--- src/rtl/alu_share_ctrl.sv ---
// alu_share_ctrl: shares one combinational 8-bit ALU between two requesters.
// Requests are arbitrated round-robin. The accepted operation is registered and
// held on the ALU inputs for its execution time. The ALU result is captured and
// returned to the requester that issued the operation.
//
// Handshake rule (request and response sides): a transfer happens on a rising
// clock edge where valid and ready are both high. The source keeps valid and its
// data stable until that edge. Ready may depend combinationally on valid.
module alu_share_ctrl #(
  parameter int MUL_LAT = 2,
  parameter int OP_W    = 3
) (
  input  logic            clk,
  input  logic            rst_n,
  input  logic            req0_valid,
  output logic            req0_ready,
  input  logic [OP_W-1:0] req0_op,
  input  logic [7:0]      req0_a,
  input  logic [7:0]      req0_b,
  input  logic            req1_valid,
  output logic            req1_ready,
  input  logic [OP_W-1:0] req1_op,
  input  logic [7:0]      req1_a,
  input  logic [7:0]      req1_b,
  output logic [1:0]      rsp_valid,
  input  logic [1:0]      rsp_ready,
  output logic [15:0]     rsp_result,
  output logic            rsp_cb,
  output logic [7:0]      alu_a,
  output logic [7:0]      alu_b,
  output logic [OP_W-1:0] alu_op,
  input  logic [15:0]     alu_out,
  input  logic            alu_cb,
  output logic            busy,
  output logic [1:0]      dbg_state
);

  typedef enum logic [1:0] {
    IDLE = 2'd0,
    EXEC = 2'd1,
    RESP = 2'd2
  } state_t;

  localparam logic [OP_W-1:0] OP_ADD  = OP_W'(0);
  localparam logic [OP_W-1:0] OP_SUB  = OP_W'(1);
  localparam logic [OP_W-1:0] OP_MUL  = OP_W'(2);
  localparam logic [3:0]      MUL_CNT = 4'(MUL_LAT - 1);

  state_t          state;
  logic            rr_ptr;
  logic            grant_id;
  logic [3:0]      exec_cnt;
  logic            win0;
  logic            win1;
  logic [OP_W-1:0] win_op;

  // Arbitration: the lone valid requester wins; on contention rr_ptr decides.
  // Only offered in IDLE. Reset forces ready low while it is asserted.
  always_comb begin
    win0   = 1'b0;
    win1   = 1'b0;
    if (rst_n && (state == IDLE)) begin
      win0 = req0_valid && (!req1_valid || !rr_ptr);
      win1 = req1_valid && (!req0_valid ||  rr_ptr);
    end
    win_op = win1 ? req1_op : req0_op;
  end

  assign req0_ready = win0;
  assign req1_ready = win1;
  assign dbg_state  = state;

  // Control FSM. Holds the operation on the ALU, captures and masks the result,
  // and hands the result back. rr_ptr moves only when a response completes.
  always_ff @(posedge clk or negedge rst_n) begin
    if (!rst_n) begin
      state      <= IDLE;
      rr_ptr     <= 1'b0;
      grant_id   <= 1'b0;
      exec_cnt   <= 4'd0;
      alu_a      <= 8'h00;
      alu_b      <= 8'h00;
      alu_op     <= '0;
      rsp_result <= 16'h0000;
      rsp_cb     <= 1'b0;
      rsp_valid  <= 2'b00;
      busy       <= 1'b0;
    end else begin
      case (state)
        IDLE: begin
          if (win0 || win1) begin
            grant_id <= win1;
            alu_op   <= win_op;
            alu_a    <= win1 ? req1_a : req0_a;
            alu_b    <= win1 ? req1_b : req0_b;
            exec_cnt <= (win_op == OP_MUL) ? MUL_CNT : 4'd0;
            busy     <= 1'b1;
            state    <= EXEC;
          end
        end
        EXEC: begin
          if (exec_cnt == 4'd0) begin
            // Only multiply produces a 16-bit result. The upper byte is
            // meaningless for the other ops. cb is stale unless add/sub.
            rsp_result <= (alu_op == OP_MUL) ? alu_out : {8'h00, alu_out[7:0]};
            rsp_cb     <= ((alu_op == OP_ADD) || (alu_op == OP_SUB)) && alu_cb;
            rsp_valid  <= grant_id ? 2'b10 : 2'b01;
            state      <= RESP;
          end else begin
            exec_cnt <= exec_cnt - 4'd1;
          end
        end
        RESP: begin
          if (rsp_ready[grant_id]) begin
            rsp_valid <= 2'b00;
            rr_ptr    <= ~grant_id;
            busy      <= 1'b0;
            state     <= IDLE;
          end
        end
        default: begin
          state <= IDLE;
        end
      endcase
    end
  end

endmodule
--- config.mk ---
export PLATFORM = sky130hd
export DESIGN_NAME = alu_share_ctrl
export DESIGN_NICKNAME = d
export VERILOG_FILES = /design/src/rtl/alu_share_ctrl.sv
export SDC_FILE = /design/constraint.sdc
export NUM_CORES = 1
export LEC_CHECK = 0
export BUFFER_PORTS_ARGS = -buffer_cell sky130_fd_sc_hd__clkbuf_2
export CAP_MARGIN = 20
export CORE_MARGIN = 1
export CORE_UTILIZATION = 35
export CTS_CLUSTER_SIZE = 16
export DETAILED_ROUTE_END_ITERATION = 10
export RECOVER_POWER = 25
export SLEW_MARGIN = 0
export SYNTH_ARGS = -nofsm -noshare
export SYNTH_HDL_FRONTEND = slang
export SYNTH_SLANG_ARGS = --single-unit
--- constraint.sdc ---
create_clock -name clk -period 3 [get_ports clk]
set_clock_uncertainty 0.15 [all_clocks]
set_input_delay 0.45 -clock clk [delete_from_list [all_inputs] [get_ports clk]]
set_output_delay 0.45 -clock clk [all_outputs]
set_load 0.02 [all_outputs]
## Word level (Yosys, flattened, before mapping)

Index checks and enable logic that the tools add are counted.

| word-level totals | value |
|---|---|
| logic and storage cells | 69 |
| input bits | 61 |
| register bits | 47 |

| operators by class | value |
|---|---|
| multiplexer cells | 22 |
| bitwise logic cells | 1 |
| reduce and logical (&&, ||, !) cells | 24 |
| eq/ne operators | 9 |
| magnitude comparators | 1 |
| $add $sub $neg | 1 |

Operators with widths:

| operator | number |
|---|---|
| $mux W16 | 1 |
| $mux W8 | 2 |
| $reduce_and A3 Y1 | 4 |
| $mux W2 | 5 |
| $mux W4 | 2 |
| $pmux W4 S2 | 1 |
| $mux W1 | 7 |
| $eq A3 B2 Y1 const B | 2 |
| $ne A2 B2 Y1 const B | 3 |
| $pmux W2 S3 | 1 |
| $reduce_and A2 Y1 | 3 |
| $reduce_bool A2 Y1 | 3 |
| $logic_and A1 B1 Y1 | 4 |
| $logic_not A4 Y1 | 1 |
| $logic_or A1 B1 Y1 | 4 |
| $pmux W2 S2 | 1 |
| $sub A4 B1 Y4 const B | 1 |
| $eq A3 B1 Y1 const B | 1 |
| $logic_not A1 Y1 | 3 |
| $logic_not A3 Y1 | 1 |
| $mux W3 | 1 |
| $eq A2 B1 Y1 const B | 1 |
| $eq A2 B2 Y1 const B | 1 |
| $logic_not A2 Y1 | 1 |
| other kinds (4) | 4 |

## Longest topological paths before layout

Gate-level depths: netlist of the first run.

| depth | value |
|---|---|
| word-level depth | 9 |
| gate-level depth with buffers | 7 |

## Worst setup path before layout of the first run

Ideal clock, no wire load.

| timing path | value |
|---|---|
| path kind | reg-to-output |
| start | reg state[0], in the netlist dbg_state[0] |
| end | out req1_ready |
| required time | 2400 ps |
| arrival | 1268 ps |
| cell stages (with the launch flop) | 5 |
| slack | 1132 ps |
| path buffers | 1 |
| cell sequence | dfrtp_1 -> nor3b_4 -> nand3_2 -> buf_4 -> inv_1 |

| between the ends | value |
|---|---|
| cells in the longest elaborated chain, start to end | 3 |

Ends and longest elaborated chain:

| element | RTL line | source |
|---|---|---|
| start, declared | 49 | `state_t state;` |
| start signal, assigned | 77 | `state <= IDLE;` |
| start signal, assigned | 98 | `state <= EXEC;` |
| start signal, assigned | 108 | `state <= RESP;` |
| $logic_not A2 Y1 | 62 | `if (rst_n && (state == IDLE)) begin` |
| $logic_and A1 B1 Y1 | 62 |  |
| $mux W1 | 62 |  |
| end, declared | 21 | `output logic req1_ready,` |

No other way between the ends.

## Final worst setup path of the first run

Same ends and word-level chain as after synthesis.

==> results.json, run 1 <==
{
  "crit_arrival_ns": 1.66,
  "routedWlPerCell_um": 12.3,
  "max_cap_violations": 0,
  "fmax_mhz": 442,
  "yosysTopAreaCell": "dfrtp_1",
  "clock_latency_ns": 0.30,
  "rr_worst_depth": 7,
  "crit_path_max_fanout": 22,
  "synth_warnings": 0,
  "min_path_type": "primary input to register",
  "syn-cell-area_um2": 2110,
  "final_area_um2": 2770,
  "final_util": 0.491,
  "drt_iter0_markers": 81,
  "hold_buffers": 0,
  "drtPass1Iterations": 4,
  "place_ws_ns": 0.711,
  "grt.total_usage": 0.165,
  "grt_max_degree": 48,
  "first_global_vias": 1696,
  "start_util": 0.373,
  "fp.dieW_um": 79.6,
  "cts_sinks": 47,
  "stdcell_count": 379,
  "rsz0062_at_grt": "no",
  "maxSlewHeadroom": 0.225,
  "holdPathStages": 3,
  "cts_resized": 0,
  "wl_um": 4650,
  "place.gp.congestion": 0.758,
  "n_fill_cell": 547,
  "antenna_found_initial": 0,
  "total_power_mw": 2.58,
  "num_rows": 27,
  "vias_per_cell": 4.61,
  "place_area_um2": 2700,
  "cts_setup_buffers": 0,
  "synth_cell_types": 26,
  "synth_area_leaders": "dfrtp_1 56%, mux2i_1 10%, nand2_1 8.6%",
  "power.leakage_nw": 1.52,
  "area_delta_synth_final_pct": 31.4,
  "die-height_um": 79.6,
  "dp.cells": 373,
  "dr_total_vias": 1749,
  "synth_fp_nets": 265,
  "hold_ws_ns": 0.215,
  "synth_top_cell_area_share": 0.558,
  "nets": 370,
  "grt_overflow": 0,
  "detail-route-antenna-nets": 0,
  "finalMaxSlewViolations": 0,
  "critPathLaunchType": "register",
  "numCtsBuffers": 5,
  "crit_type": "register to output port",
  "layout_commonest_cell": "clkbuf_2",
  "outcome": "finished, final reports clean",
  "antennaDiodeCount": 0,
  "grt_pass1_wl_um": 7870,
  "worstMarginPinSlew_ns": 1.16,
  "finalHoldViolations": 0,
  "post-route-min-period_ns": 2.26,
  "coreArea_um2": 5640,
  "cts_tree": "yes",
  "clk_pin_slew_ns": 0.08,
  "drc_errors": 0,
  "setup_tns_ns": 0,
  "place_hpwl_um": 3550,
  "ys_ff_latch": 47,
  "netlist_instances": 203,
  "cp.required_ns": 2.40,
  "synth_seq_area_share": 0.558,
  "drive_gt1_frac": 0.401,
  "place.port_buffers": 103,
  "power_density_nw_per_um2": 933,
  "cts-root-buf": "clkbuf_8",
  "cts_max_level": 2,
  "ir_drop_mv": 0.363,
  "synth_area_per_cell_um2": 10.4,
  "period_share": 0.753,
  "die_area_um2": 6330,
  "worst_slack_ns": 0.740,
  "setup_viol": 0,
  "cts_buffer_depth": 2,
  "cp-end-kind": "output port",
  "final_cell_mix": "103 x clkbuf_2, 48 x nand2_1, 47 x dfrtp_1",
  "ios": 104
}
worst paths after layout:
path	startpoint	slack, ns	end
max	dbg_state[0]	0.74	req1_ready
min	alu_out[12]	0.21	rsp_result[12]
max reg2reg	exec_cnt[0]	0.77	rsp_result[11]
min reg2reg	alu_b[1]	0.33	alu_b[1]
max in group asynchronous	rst_n	1.61	exec_cnt[2]
min in group asynchronous	rst_n	0.38	alu_op[2]
Yosys cell counts (all sizes together):
library cell / instances
clkbuf: 5
a21oi: 7
nand4b: 1
nor2b: 1
nor2: 5
and2: 1
nand2b: 3
and2b: 1
o21ai: 33
mux2i: 22
o221ai: 1
buf: 4
nor4: 1
and3: 1
ha: 1
mux2: 8
nand2: 48
nand3: 2
o2bb2ai: 1
nor3b: 5
or2: 1
dfrtp: 47
inv: 4
report_power, final:
group,switching (mW),total [mW],leakage [nW],internal (mW)
Combinational,0.725,1.16,0.899,0.439
Sequential,0.164,1.06,0.590,0.896
Clock,0.204,0.359,0.0361,0.155
Total,1.09,2.58,1.52,1.49
cell type report:
cell class	instances	area, um^2	area share
Timing Repair Buffer	107	542	0.196
Clock buffer	5	68.8	0.0249
Clock inverter	1	7.51	0.00271
Multi-Input combinational cell	143	870	0.314
Inverter	4	15.0	0.00542
Tap cell	72	90.1	0.0325
Sequential cell	47	1180	0.425
state kept, by name, indices dropped and copies added (netlist names):
name        flops
alu_a           8
alu_b           8
alu_op          3
busy            1
dbg_state       2
exec_cnt        4
grant_id        1
rr_ptr          1
rsp_cb          1
rsp_result     16
rsp_valid       2
per-layer routing:
| layer | vias up | track usage | share of wire |
|---|---|---|---|
| met5 | - | 0 | 0 |
| met4 | 0 | 0.0855 | 0.025 |
| met3 | 9 | 0.0400 | 0.060 |
| met2 | 58 | 0.263 | 0.46 |
| met1 | 783 | 0.206 | 0.45 |
| li1 | 899 | - | - |
worst max-delay path: stages (launching register included):
cell and delay, ns:
dfrtp_1 0.47, nor3b_4 0.30, nand3_2 0.09, buf_4 0.25
inv_1 0.08, clkbuf_2 0.16
cells by family (layout without fill, tap and decap cells):
group           after synthesis  in the layout  share of synthesized area
buf+inv                      13            117                     0.0291
compound gates               42             42                      0.103
flops                        47             47                      0.558
mux                          30             30                      0.147
simple gates                 70             70                      0.156
fa+ha+maj                     1              1                    0.00594
No activity file was read; power rests on OpenSTA's default activity.
==> run 2: changes to the inputs <==
--- a/config.mk
+++ b/config.mk
@@ -11,6 +11,7 @@
 export CORE_UTILIZATION = 35
 export CTS_CLUSTER_SIZE = 16
 export DETAILED_ROUTE_END_ITERATION = 10
+export PLACE_DENSITY = 0.66
 export RECOVER_POWER = 25
 export SLEW_MARGIN = 0
 export SYNTH_ARGS = -nofsm -noshare
==> constraint.sdc (replaced) <==
create_clock -name clk -period 2.03 [get_ports clk]
set_clock_uncertainty 0.15 [all_clocks]
set_input_delay 0.3045 -clock clk [delete_from_list [all_inputs] [get_ports clk]]
set_output_delay 0.3045 -clock clk [all_outputs]
set_load 0.02 [all_outputs]
==> results.json, run 2 (same netlist as run 1, synthesis figures left out) <==
{
  "wl_um": 4680,
  "grt_overflow": 0,
  "clk_pin_slew_ns": 0.09,
  "vias_per_cell": 4.74,
  "max_cap_violations": 0,
  "worstMarginPinSlew_ns": 1.14,
  "crit_type": "register to output port",
  "setup_viol": 0,
  "finalMaxSlewViolations": 0,
  "place.gp.congestion": 0.756,
  "area_delta_synth_final_pct": 36.2,
  "min_path_type": "primary input to register",
  "dr_total_vias": 1840,
  "crit_path_max_fanout": 6,
  "place.port_buffers": 103,
  "top_register": "rsp_result",
  "largest_register_ff_count": 16,
  "start_util": 0.373,
  "die-height_um": 79.6,
  "num_rows": 27,
  "detail-route-antenna-nets": 0,
  "max_stage_delay_ns": 0.46,
  "final_area_um2": 2870,
  "period_share": 0.962,
  "cp.required_ns": 1.58,
  "layout_commonest_cell": "clkbuf_2",
  "drive_gt1_frac": 0.421,
  "cts_max_level": 2,
  "cp-end-kind": "output port",
  "drtPass1Iterations": 4,
  "grt_max_degree": 48,
  "power_density_nw_per_um2": 1380,
  "coreArea_um2": 5640,
  "cts-root-buf": "clkbuf_8",
  "final_cell_mix": "103 x clkbuf_2, 48 x nand2_1, 46 x dfrtp_1",
  "path_cells": "nor3b_4 -> buf_4 -> and3_1 -> clkbuf_2",
  "fp.dieW_um": 79.6,
  "clock_latency_ns": 0.30,
  "cts_tree": "yes",
  "die_area_um2": 6330,
  "drt_iter0_markers": 50,
  "crit_arrival_ns": 1.50,
  "cts_sinks": 47,
  "cts_buffer_depth": 2,
  "place_hpwl_um": 3470,
  "antenna_found_initial": 0,
  "maxSlewHeadroom": 0.240,
  "grt.total_usage": 0.156,
  "crit_buf_inv": 2,
  "critPathSlowestCell": "dfrtp_2",
  "antennaDiodeCount": 0,
  "ir_drop_mv": 0.557,
  "power.leakage_nw": 1.58,
  "place_area_um2": 2720,
  "nets": 377,
  "routedWlPerCell_um": 12.1,
  "numCtsBuffers": 5,
  "first_global_vias": 1642,
  "reg_top3": "rsp_result x16, alu_a x8, alu_b x8",
  "crit_family": "flip-flops",
  "hold_buffers": 0,
  "fmax_mhz": 512,
  "grt_pass1_wl_um": 7580,
  "outcome": "finished, final reports clean",
  "ios": 104,
  "drc_errors": 0,
  "rsz0062_at_grt": "no",
  "post-route-min-period_ns": 1.95,
  "critPathLaunchType": "register",
  "setup_tns_ns": 0,
  "finalHoldViolations": 0
}
## run 2: changes by cell type in the layout (fill, tap and decap cells not counted), sizes merged
cell	before	now
buf	3	10
clkbuf	109	111
## run 2: tightest hold or removal path, stage by stage
cell and delay, ns:
clkbuf_2 0.08, nand2_1 0.04, o21ai_0 0.06
## run 2: worst paths after layout
check | start | endpoint | slack, ns | depth (start not counted)
max reg2reg | exec_cnt[0] | rsp_result[5] | 0.19 | 6
max | dbg_state[1] | req0_ready | 0.08 | 4
min | alu_cb | rsp_cb | 0.06 | 3
min reg2reg | rsp_result[11] | rsp_result[11] | 0.33 | 2
min in group asynchronous | rst_n | rsp_result[14] | 0.25 | 2
max in group asynchronous | rst_n | dbg_state[1] | 0.71 | 2
## run 2: stage by stage
stage	hold WS, ns	utilization	instances	setup WS (ns)	power (mW)
3_5_place_dp	0.321	0.483	375	0.182	3.36
4_1_cts	0.0128	0.503	383	0.0380	4.00
2_1_floorplan	-0.141	-	203	0.308	2.73
3_3_place_gp	0.312	0.483	375	0.270	3.33
6_report	0.0637	0.509	388	0.0771	3.96
5_1_grt	0.0591	0.509	388	0.00492	4.26
## run 2: what timing repair did
item / CTS / global route
pin swaps: 0 / 2
endpoints found under the hold margin: 0 / 0
setup endpoints to repair: 1 / 2
gates resized for setup: 1 / 1
setup buffers: 0 / 5
## run 2: area by class of cell
type                            count  area [um^2]
Sequential cell                    47         1180
Clock inverter                      1         7.51
Tap cell                           72         90.1
Fill cell                         539         2770
Clock buffer                        7         96.3
Inverter                            4         15.0
Multi-Input combinational cell    143          877
Timing Repair Buffer              114          607
## run 2: routing by layer
layer  part of all wire  up-vias  track usage  routed length, um
met4              0.013        0       0.0545                 63
met5                  0        -            0                  0
met2               0.48       70        0.261               2230
li1                   -      914            -                  -
met3              0.073        7       0.0480                343
met1               0.44      849        0.188               2040
## run 2: power breakdown
group | switching (mW) | internal, mW
Clock | 0.311 | 0.310
Combinational | 1.07 | 0.688
Sequential | 0.255 | 1.33
Total | 1.64 | 2.32
==> run 3: changes to the inputs <==
--- a/config.mk
+++ b/config.mk
@@ -8,11 +8,11 @@
 export BUFFER_PORTS_ARGS = -buffer_cell sky130_fd_sc_hd__clkbuf_2
 export CAP_MARGIN = 20
 export CORE_MARGIN = 1
-export CORE_UTILIZATION = 35
+export CORE_UTILIZATION = 32
 export CTS_CLUSTER_SIZE = 16
 export DETAILED_ROUTE_END_ITERATION = 10
-export PLACE_DENSITY = 0.66
 export RECOVER_POWER = 25
+export SETUP_SLACK_MARGIN = 0.1
 export SLEW_MARGIN = 0
 export SYNTH_ARGS = -nofsm -noshare
 export SYNTH_HDL_FRONTEND = slang
==> results.json, run 3 (same netlist as run 1, synthesis figures left out) <==
{
  "area_delta_synth_final_pct": 37.4,
  "nets": 377,
  "period_share": 0.916,
  "ios": 104,
  "drtPass1Iterations": 4,
  "grt.total_usage": 0.148,
  "antennaDiodeCount": 0,
  "die_area_um2": 6910,
  "place.gp.congestion": 0.724,
  "antenna_found_initial": 0,
  "power.leakage_nw": 1.58,
  "cp.required_ns": 1.58,
  "routedWlPerCell_um": 12.1,
  "power_density_nw_per_um2": 1370,
  "die-height_um": 83.1,
  "numCtsBuffers": 5,
  "wl_um": 4740,
  "worst_slack_ns": 0.171,
  "worstMarginPinSlew_ns": 1.16,
  "fmax_mhz": 538,
  "num_rows": 29,
  "grt_max_degree": 48,
  "drc_errors": 0,
  "first_global_vias": 1774,
  "cts_tree": "yes",
  "setup_viol": 0,
  "ir_drop_mv": 0.602,
  "crit_path_max_fanout": 4,
  "hold_ws_ns": 0.0778,
  "cts_sinks": 47,
  "setup_tns_ns": 0,
  "coreArea_um2": 6350,
  "final_cell_mix": "103 x clkbuf_2, 48 x nand2_1, 45 x dfrtp_1",
  "cts-root-buf": "clkbuf_8",
  "stdcell_count": 393,
  "layout_commonest_cell": "clkbuf_2",
  "start_util": 0.332,
  "reg_top3": "rsp_result x16, alu_a x8, alu_b x8",
  "drive_gt1_frac": 0.427,
  "finalHoldViolations": 0,
  "fp.dieW_um": 83.1,
  "critPathLaunchType": "register",
  "grt_pass1_wl_um": 8240,
  "largest_register_ff_count": 16,
  "outcome": "finished, final reports clean",
  "top_register": "rsp_result",
  "cts_buffer_depth": 2,
  "hold_buffers": 0,
  "place_ws_ns": 0.207,
  "crit_arrival_ns": 1.40,
  "place_hpwl_um": 3570,
  "cts_max_level": 2,
  "max_cap_violations": 0,
  "crit_type": "register to output port",
  "drt_iter0_markers": 59,
  "clock_latency_ns": 0.29,
  "finalMaxSlewViolations": 0,
  "dr_total_vias": 1807,
  "vias_per_cell": 4.60,
  "dp.cells": 380,
  "maxSlewHeadroom": 0.226,
  "post-route-min-period_ns": 1.86,
  "clk_pin_slew_ns": 0.08,
  "min_path_type": "primary input to register",
  "cp-end-kind": "output port",
  "detail-route-antenna-nets": 0,
  "rsz0062_at_grt": "yes",
  "grt_overflow": 0,
  "place.port_buffers": 103
}
## run 3: changes by cell type in the layout (fill, tap and decap cells not counted), sizes merged
cell      delta
clkinv       +1
clkinvlp     -1
## run 3: area by class of cell
| type | instances | area (um^2) |
|---|---|---|
| well taps | 77 | 96.3 |
| clock inverters | 1 | 8.76 |
| flip-flops and latches | 47 | 1180 |
| fillers | 642 | 3450 |
| inverters | 4 | 15.0 |
| repair buffers | 114 | 623 |
| multi-input cells | 143 | 887 |
| clock buffers | 7 | 86.3 |
## run 3: metrics by stage
stage	power [mW]	util	area (um^2)
after floorplan	2.73	-	2110
after global placement	3.34	0.432	2740
after detailed placement	3.38	0.432	2740
after CTS	4.00	0.452	2870
after global routing	4.29	0.456	2900
final	3.98	0.456	2900
## run 3: timing repair
action	CTS	global route
endpoints found under the hold margin	0	0
resized for setup	1	5
setup buffers	3	2
setup endpoints to repair	2	10
pin swaps	2	1
## run 3: power breakdown
group,leakage [nW],internal [mW],switching (mW),total (mW)
Combinational,0.949,0.731,1.10,1.83
Clock,0.0484,0.279,0.300,0.579
Sequential,0.587,1.33,0.243,1.57
Total,1.58,2.34,1.64,3.98
## run 3: worst paths after layout
| check | start | slack, ns | endpoint | cells after the start |
|---|---|---|---|---|
| max in group asynchronous | rst_n | 0.70 | dbg_state[0] | 2 |
| max | dbg_state[0] | 0.17 | req0_ready | 3 |
| min in group asynchronous | rst_n | 0.25 | rsp_result[12] | 2 |
| min reg2reg | rsp_result[14] | 0.33 | rsp_result[14] | 2 |
| min | alu_out[13] | 0.08 | rsp_result[13] | 3 |
| max reg2reg | exec_cnt[0] | 0.26 | rsp_result[0] | 6 |
## run 3: layer usage
layer,GRT usage,up-vias,part of all wire
li1,-,915,-
met1,0.188,831,0.44
met2,0.238,57,0.49
met3,0.0487,4,0.064
met4,0.0517,0,0.011
met5,0,-,0
## run 3: critical path, cell delays in order, from the launching register on
cell	delay, ns
dfrtp_2	0.44
nor3b_4	0.29
and3_4	0.23
clkbuf_2	0.16
